`src/rtl/uart_cmd_framer.sv`:
```
// uart_cmd_framer: buffers {id,p0,p1} commands in a FIFO and streams each
// as HEADER,CMD,P0,P1,CHK bytes over a valid/ready byte interface.
// Ports: clk, rst (async, active-high); cmd_id/cmd_p0/cmd_p1/cmd_valid/
// cmd_ready command input; tx_data/tx_valid/tx_ready byte output;
// busy, frame_done, fifo_count status.
// Option: define UART_FRAMER_SEQ_EN to add a sequence byte after HEADER.
module uart_cmd_framer #(
  parameter int          FIFO_DEPTH  = 4,
  parameter logic [7:0]  HEADER_BYTE = 8'hAA,
  parameter int          BITS_N      = 8
) (
  input  logic                        clk,
  input  logic                        rst,
  input  logic [BITS_N-1:0]           cmd_id,
  input  logic [BITS_N-1:0]           cmd_p0,
  input  logic [BITS_N-1:0]           cmd_p1,
  input  logic                        cmd_valid,
  output logic                        cmd_ready,
  output logic [BITS_N-1:0]           tx_data,
  output logic                        tx_valid,
  input  logic                        tx_ready,
  output logic                        busy,
  output logic                        frame_done,
  output logic [$clog2(FIFO_DEPTH):0] fifo_count
);

  localparam int AW = $clog2(FIFO_DEPTH);
  localparam int EW = 3 * BITS_N;
  localparam logic [AW:0] FULL = (AW+1)'(FIFO_DEPTH);

  localparam logic [2:0] S_IDLE   = 3'd0;
  localparam logic [2:0] S_HEADER = 3'd1;
  localparam logic [2:0] S_CMD    = 3'd3;
  localparam logic [2:0] S_PAY0   = 3'd4;
  localparam logic [2:0] S_PAY1   = 3'd5;
  localparam logic [2:0] S_CHKSUM = 3'd6;
`ifdef UART_FRAMER_SEQ_EN
  localparam logic [2:0] S_SEQ    = 3'd2;
  localparam logic [2:0] S_AFTER_HDR = S_SEQ;
`else
  localparam logic [2:0] S_AFTER_HDR = S_CMD;
`endif

  logic [EW-1:0]     mem [FIFO_DEPTH];
  logic [AW-1:0]     wr_ptr;
  logic [AW-1:0]     rd_ptr;
  logic [AW:0]       count;
  logic [EW-1:0]     frame_q;
  logic [2:0]        state_q;
  logic [2:0]        state_d;
  logic              push;
  logic              pop;
  logic [BITS_N-1:0] f_id;
  logic [BITS_N-1:0] f_p0;
  logic [BITS_N-1:0] f_p1;
  logic [BITS_N-1:0] chksum;

  assign {f_id, f_p0, f_p1} = frame_q;

  assign cmd_ready  = (count != FULL);
  assign push       = cmd_valid && cmd_ready;
  assign pop        = (state_q == S_IDLE) && (count != '0);
  assign fifo_count = count;

  // tx_valid depends on state only, so it falls with the async reset
  assign tx_valid   = (state_q != S_IDLE);
  assign busy       = (state_q != S_IDLE);
  assign frame_done = (state_q == S_CHKSUM) && tx_ready;

  always_ff @(posedge clk) begin
    if (push) mem[wr_ptr] <= {cmd_id, cmd_p0, cmd_p1};
  end

  always_ff @(posedge clk or posedge rst) begin
    if (rst) begin
      wr_ptr <= '0;
      rd_ptr <= '0;
      count  <= '0;
    end else begin
      if (push) wr_ptr <= wr_ptr + AW'(1);
      if (pop)  rd_ptr <= rd_ptr + AW'(1);
      if (push && !pop)      count <= count + (AW+1)'(1);
      else if (pop && !push) count <= count - (AW+1)'(1);
    end
  end

  always_ff @(posedge clk or posedge rst) begin
    if (rst) begin
      frame_q <= '0;
      state_q <= S_IDLE;
    end else begin
      if (pop) frame_q <= mem[rd_ptr];
      state_q <= state_d;
    end
  end

`ifdef UART_FRAMER_SEQ_EN
  logic [BITS_N-1:0] seq_q;

  always_ff @(posedge clk or posedge rst) begin
    if (rst)             seq_q <= '0;
    else if (frame_done) seq_q <= seq_q + BITS_N'(1);
  end

  assign chksum = f_id + f_p0 + f_p1 + seq_q;
`else
  assign chksum = f_id + f_p0 + f_p1;
`endif

  // tx_valid is high in every non-IDLE state, so tx_ready alone
  // completes the handshake there
  always_comb begin
    state_d = state_q;
    unique case (state_q)
      S_IDLE:   if (pop)      state_d = S_HEADER;
      S_HEADER: if (tx_ready) state_d = S_AFTER_HDR;
`ifdef UART_FRAMER_SEQ_EN
      S_SEQ:    if (tx_ready) state_d = S_CMD;
`endif
      S_CMD:    if (tx_ready) state_d = S_PAY0;
      S_PAY0:   if (tx_ready) state_d = S_PAY1;
      S_PAY1:   if (tx_ready) state_d = S_CHKSUM;
      S_CHKSUM: if (tx_ready) state_d = S_IDLE;
      default:                state_d = S_IDLE;
    endcase
  end

  always_comb begin
    tx_data = '0;
    unique case (state_q)
      S_HEADER: tx_data = HEADER_BYTE;
`ifdef UART_FRAMER_SEQ_EN
      S_SEQ:    tx_data = seq_q;
`endif
      S_CMD:    tx_data = f_id;
      S_PAY0:   tx_data = f_p0;
      S_PAY1:   tx_data = f_p1;
      S_CHKSUM: tx_data = chksum;
      default:  tx_data = '0;
    endcase
  end

endmodule

```
`config.mk`:
```
export PLATFORM = sky130hd
export DESIGN_NAME = uart_cmd_framer
export DESIGN_NICKNAME = d
export VERILOG_FILES = /design/src/rtl/uart_cmd_framer.sv
export SDC_FILE = /design/constraint.sdc
export NUM_CORES = 1
export LEC_CHECK = 0
export CORE_UTILIZATION = 55
export CTS_BUF_LIST = sky130_fd_sc_hd__clkbuf_4 sky130_fd_sc_hd__clkbuf_8
export DETAILED_ROUTE_END_ITERATION = 12
export PLACE_DENSITY = 0.75
export SYNTH_ARGS = -nofsm -noshare
export SYNTH_HDL_FRONTEND = slang
export SYNTH_SLANG_ARGS = --single-unit
```
`constraint.sdc`:
```
create_clock -name clk -period 3.63 [get_ports clk]
set_input_delay 0.363 -clock clk [delete_from_list [all_inputs] [get_ports clk]]
set_output_delay 0.363 -clock clk [all_outputs]
set_load 0.01 [all_outputs]
```
---- Word-level counts from Yosys, hierarchy flattened ----
Memories as Yosys holds them, arrays and structs flattened. A register that Yosys moved wholly into a read port is not among the register bits.
Cells that the tools add are included.
Widths: inputs -> output; s select.
word-level totals
  flip-flop bits (word level) ............. 10
  RAM bits ................................ 96
  input bits .............................. 28
  output and inout port bits .............. 15
  logic and storage cells ................. 47
  memories ................................ 1
memory list
  name  depth  bits a word  rd ports  clocked after memory_dff  wr ports  RTL line  text
  mem   4      24           1         1                         1         44        logic [EW-1:0] mem [FIFO_DEPTH];
cells by class
  add/subtract/negate cells ............... 6
  eq/ne operators ......................... 12
  multiplexer cells ....................... 12
  reductions and logical operators ........ 12
operators with widths
  cell                 count
  $pmux 8 s5           1
  $mux 3               8
  $pmux 3 s6           1
  $add 8x8->8          2
  $ne 2x2->1 const B   6
  $eq 3x3->1 const B   3
  $reduce_and 6->1     1
  $reduce_bool 3->1    2
  $logic_and 1x1->1    5
  $add 2x1->2 const B  2
  $add 3x1->3 const B  1
  $eq 3x1->1 const B   1
  $eq 3x2->1 const B   1
  $logic_not 3->1      1
  $ne 3x3->1 const B   1
  $sub 3x1->3 const B  1
  $logic_not 1->1      2
  $mux 1               2
  $reduce_bool 2->1    1

---- Depth between registers and ports, before layout ----
Gate-level depths: netlist of run 1.
  depth after elaboration ................. 6
  depth in mapped cells ................... 10
  mapped depth without buffers ............ 10

---- Worst setup path before layout of run 1 ----
Ideal clock, no wire load.
  path type ............................... register to output
  from .................................... register frame_q[1], read port of mem
  to ...................................... output tx_data[7]
  data arrival time ....................... 2.349 ns
  data required time ...................... 3.267 ns
  path slack .............................. 0.918 ns
  stages on the path, launching flop included .. 9
  buffers on the path ..................... 0
  cells stage by stage .................... dfrtp_1 fa_1 ha_1 fa_1 a21oi_1 nor2b_1 a311o_1 xnor2_1 o21ai_1
between the ends
  longest elaborated chain between the ends .. 2
RTL lines
  element             RTL line  text
  start: declaration  48        logic [EW-1:0] frame_q;
  $add 8x8->8         107       assign chksum = f_id + f_p0 + f_p1;
  $pmux 8 s5          130       unique case (state_q)
  end: declaration    19        output logic [BITS_N-1:0] tx_data,
No other way between the ends.

---- Worst setup path after layout of run 1 ----
  from .................................... register frame_q[9], read port of mem
  to ...................................... output tx_data[7]
between the ends
  longest elaborated chain between the ends .. 3
RTL lines
  element                   RTL line
  $add 8x8->8 (2 in a row)  107
  $pmux 8 s5                130
No other way between the ends.

==> flow_summary.ini, run 1 <==
[timing]
fin_ws_ns = 0.1639
period_share = 0.9548
setup_violations = 0
final_hold_viol_count = 0
slew_viol_final = 0
fmax_mhz = 288.5
fin_crit_ns = 3.466
relSlewSlack = 0.2579
rsz0062_at_grt = no
fin_tns_setup_ns = 0
hold-worst-slack_ns = 0.3281
worstMarginPinSlew_ns = 1.113
skew_ns = 0.01207

[logic_synthesis]
yosysTopAreaCell = edfxtp_1
syn_area_mm2 = 0.005605
async_flop_share = 0.2615
synth_flop_cell = edfxtp_1
synth_edf_count = 96
netlist.area_leader.share = 0.5143
synth_area_leaders = edfxtp_1, dfrtp_1, mux4_2
ys_seq_area_frac = 0.6661
synth_nets = 375
yosys_register_bits = 130
yosys_warnings = 0
syn_avg_cell_area_um2 = 17.14
yosysUniqueCellTypes = 39
syn_inst = 327

[critical_path]
crit_chain = fa_1, ha_1, fa_1, a21oi_1, nor2b_1, a311o_1, xnor2_1, o21ai_1, clkdlybuf4s15_1
end_kind = output pin
cp.required_ns = 3.27
critPathLaunch = frame_q[9]
cp_slowest_cell = fa_1
slowest_delay_ns = 0.47
crit_type = flop to output pin
worst-path-buf-inv = 1
startpoint_type = flop
reg2reg_from = state_q[1]
cp_max_fo = 3
path_common_cell = fa_1
critical_path.top_delay_family = adder cells
arrival_ns = 3.10

[grt]
grt_pass1_wl_um = 15260
grt_usage = 0.2036
grt_pass1_vias = 3007
antenna_found_initial = 0
grt_start_max_net_pins = 35
gr-total-overflow = 0

[cts]
htreeDepth = 4
clk_pin_slew_ns = 0.08
cts_num_sinks = 130
clk_latency_ns = 0.43
cts_buffers = 17
root_buffer = clkbuf_8
clock_path_buffers = 2
cts_tree = done

[routing]
drtIter0Drc = 167
dr_total_vias = 2897
postRouteWirelength_um = 9397
firstDrtPassIters = 4
wire_per_inst_um = 17.83
avgViaCountPerCell = 5.497
drtAntennaViolNets = 0
drc_errors = 0

[floorplanning]
core_mm2 = 0.009819
die_area_mm2 = 0.01060
die_w_um = 103.0
fp.dieH_um = 103.0
row_count = 36
start_util = 0.5708
io_pins = 43

[cells_and_area]
area_growth_pct = 17.10
layout.nets = 429
drive_above_1_share = 0.2132
final_cell_mix = edfxtp_1, clkdlybuf4s50_1, dfrtp_1
n_fill_cell = 684
ff_latch_area_mm2 = 0.003734
final_cells = 527
layout_commonest_cell = edfxtp_1
antennaDiodeCount = 0
postLayoutCoreUtil = 0.6685
multiInputGateArea_mm2 = 0.001730
fin_area_mm2 = 0.006564

[place]
port_buffers = 42
place_inst = 495
dp_hpwl_um = 6128
post-place-ws_ns = 0.3321
place_congestion = 0.8519
place_area_mm2 = 0.006148

[power_and_ir_drop]
total_power_mw = 6.130
power_leakage_nw = 2.373
ir_worst_vdd_mv = 0.4293
pwr_density_cell_mw_per_mm2 = 934.0

[run]
max_cap_viol_count = 0

[run_status]
outcome = completed

[min_path]
hold_path.class = input pin to async pin
[worst paths after layout]
check                                     end  cells past startpoint  slack, ns
worst min-delay path            fifo_count[1]                      3       0.33
worst max register to register  fifo_count[1]                      7       1.26
worst min register to register  fifo_count[2]                      1       0.54
min in group clk                fifo_count[2]                      1       0.54
worst max-delay path               tx_data[7]                      9       0.16
max in group asynchronous         frame_q[15]                      3       2.99
[cells in the mapped netlist (2+ instances only)]
cell type and count:
a21oi_1 8, a22o_1 2, and3_1 5, buf_2 2
buf_6 5, clkbuf_1 6, dfrtp_1 34, edfxtp_1 96
fa_1 9, ha_1 11, inv_1 12, mux2_1 2
mux2_2 16, mux2i_1 5, mux4_2 24, nand2_1 16
nand2b_1 3, nor2_1 12, nor2b_1 7, o21ai_0 13
o21ai_1 8, o22ai_1 2, xnor2_1 8, xor2_1 6
[worst register-to-register path: cells and delay by family (launching register included)]
family / cells / cell delay, ns
flip-flops: 1 / 0.64
adder cells (fa/ha/maj): 2 / 0.60
AND/OR/NAND/NOR: 2 / 0.64
buffers and inverters: 2 / 0.11
multiplexers: 1 / 0.27
[state kept, by name (all words and copies together), names as in the netlist]
signal / count
fifo_count: 3
frame_q: 24
mem: 96
rd_ptr: 2
state_q: 3
wr_ptr: 2
[area by class of cell]
| class | instances | share of cell area |
|---|---|---|
| Timing Repair Buffer | 49 | 0.07244 |
| Tap cell | 133 | 0.02535 |
| Sequential cell | 130 | 0.5688 |
| Clock inverter | 13 | 0.02345 |
| Multi-Input combinational cell | 170 | 0.2636 |
| Clock buffer | 19 | 0.03889 |
| Inverter | 13 | 0.007434 |
[repair_timing]
| item | 4_1_cts | 5_1_grt |
|---|---|---|
| gates resized for setup | 1 | 3 |
| pin swaps | 0 | 0 |
| endpoints found under the hold margin | 0 | 0 |
| buffers inserted | 0 | 0 |
| setup endpoints to repair | 1 | 3 |
| hold buffers | 0 | 0 |
[per-layer routing]
metal,track usage,routed length (um),share of wire
met5,0,0,0
met4,0.08667,223,0.024
met3,0.05966,597,0.064
met2,0.3215,4529,0.48
met1,0.2667,4048,0.43
[kinds of logic after synthesis]
group | Yosys count | synth area share
DFF | 130 | 0.6661
and+or+nand+nor | 48 | 0.04487
muxes | 47 | 0.1415
AOI/OAI and AO/OA | 41 | 0.04308
buffers and inverters | 27 | 0.02589
adders and majority gates | 20 | 0.05670
xor gates and xnor gates | 14 | 0.02188
[power by group]
| part | internal, mW | leakage [nW] | switching (mW) |
|---|---|---|---|
| clock | 0.649 | 0.195 | 0.575 |
| combinational | 1.33 | 0.897 | 1.19 |
| sequential | 2.03 | 1.28 | 0.359 |
No activity file was read; power rests on OpenSTA's default activity.
==> run 2: changes to the inputs <==
- CAP_MARGIN: not set -> 15
==> results of run 2 <==
Same layout as run 1: the final DEF is identical, and so are final timing and power.
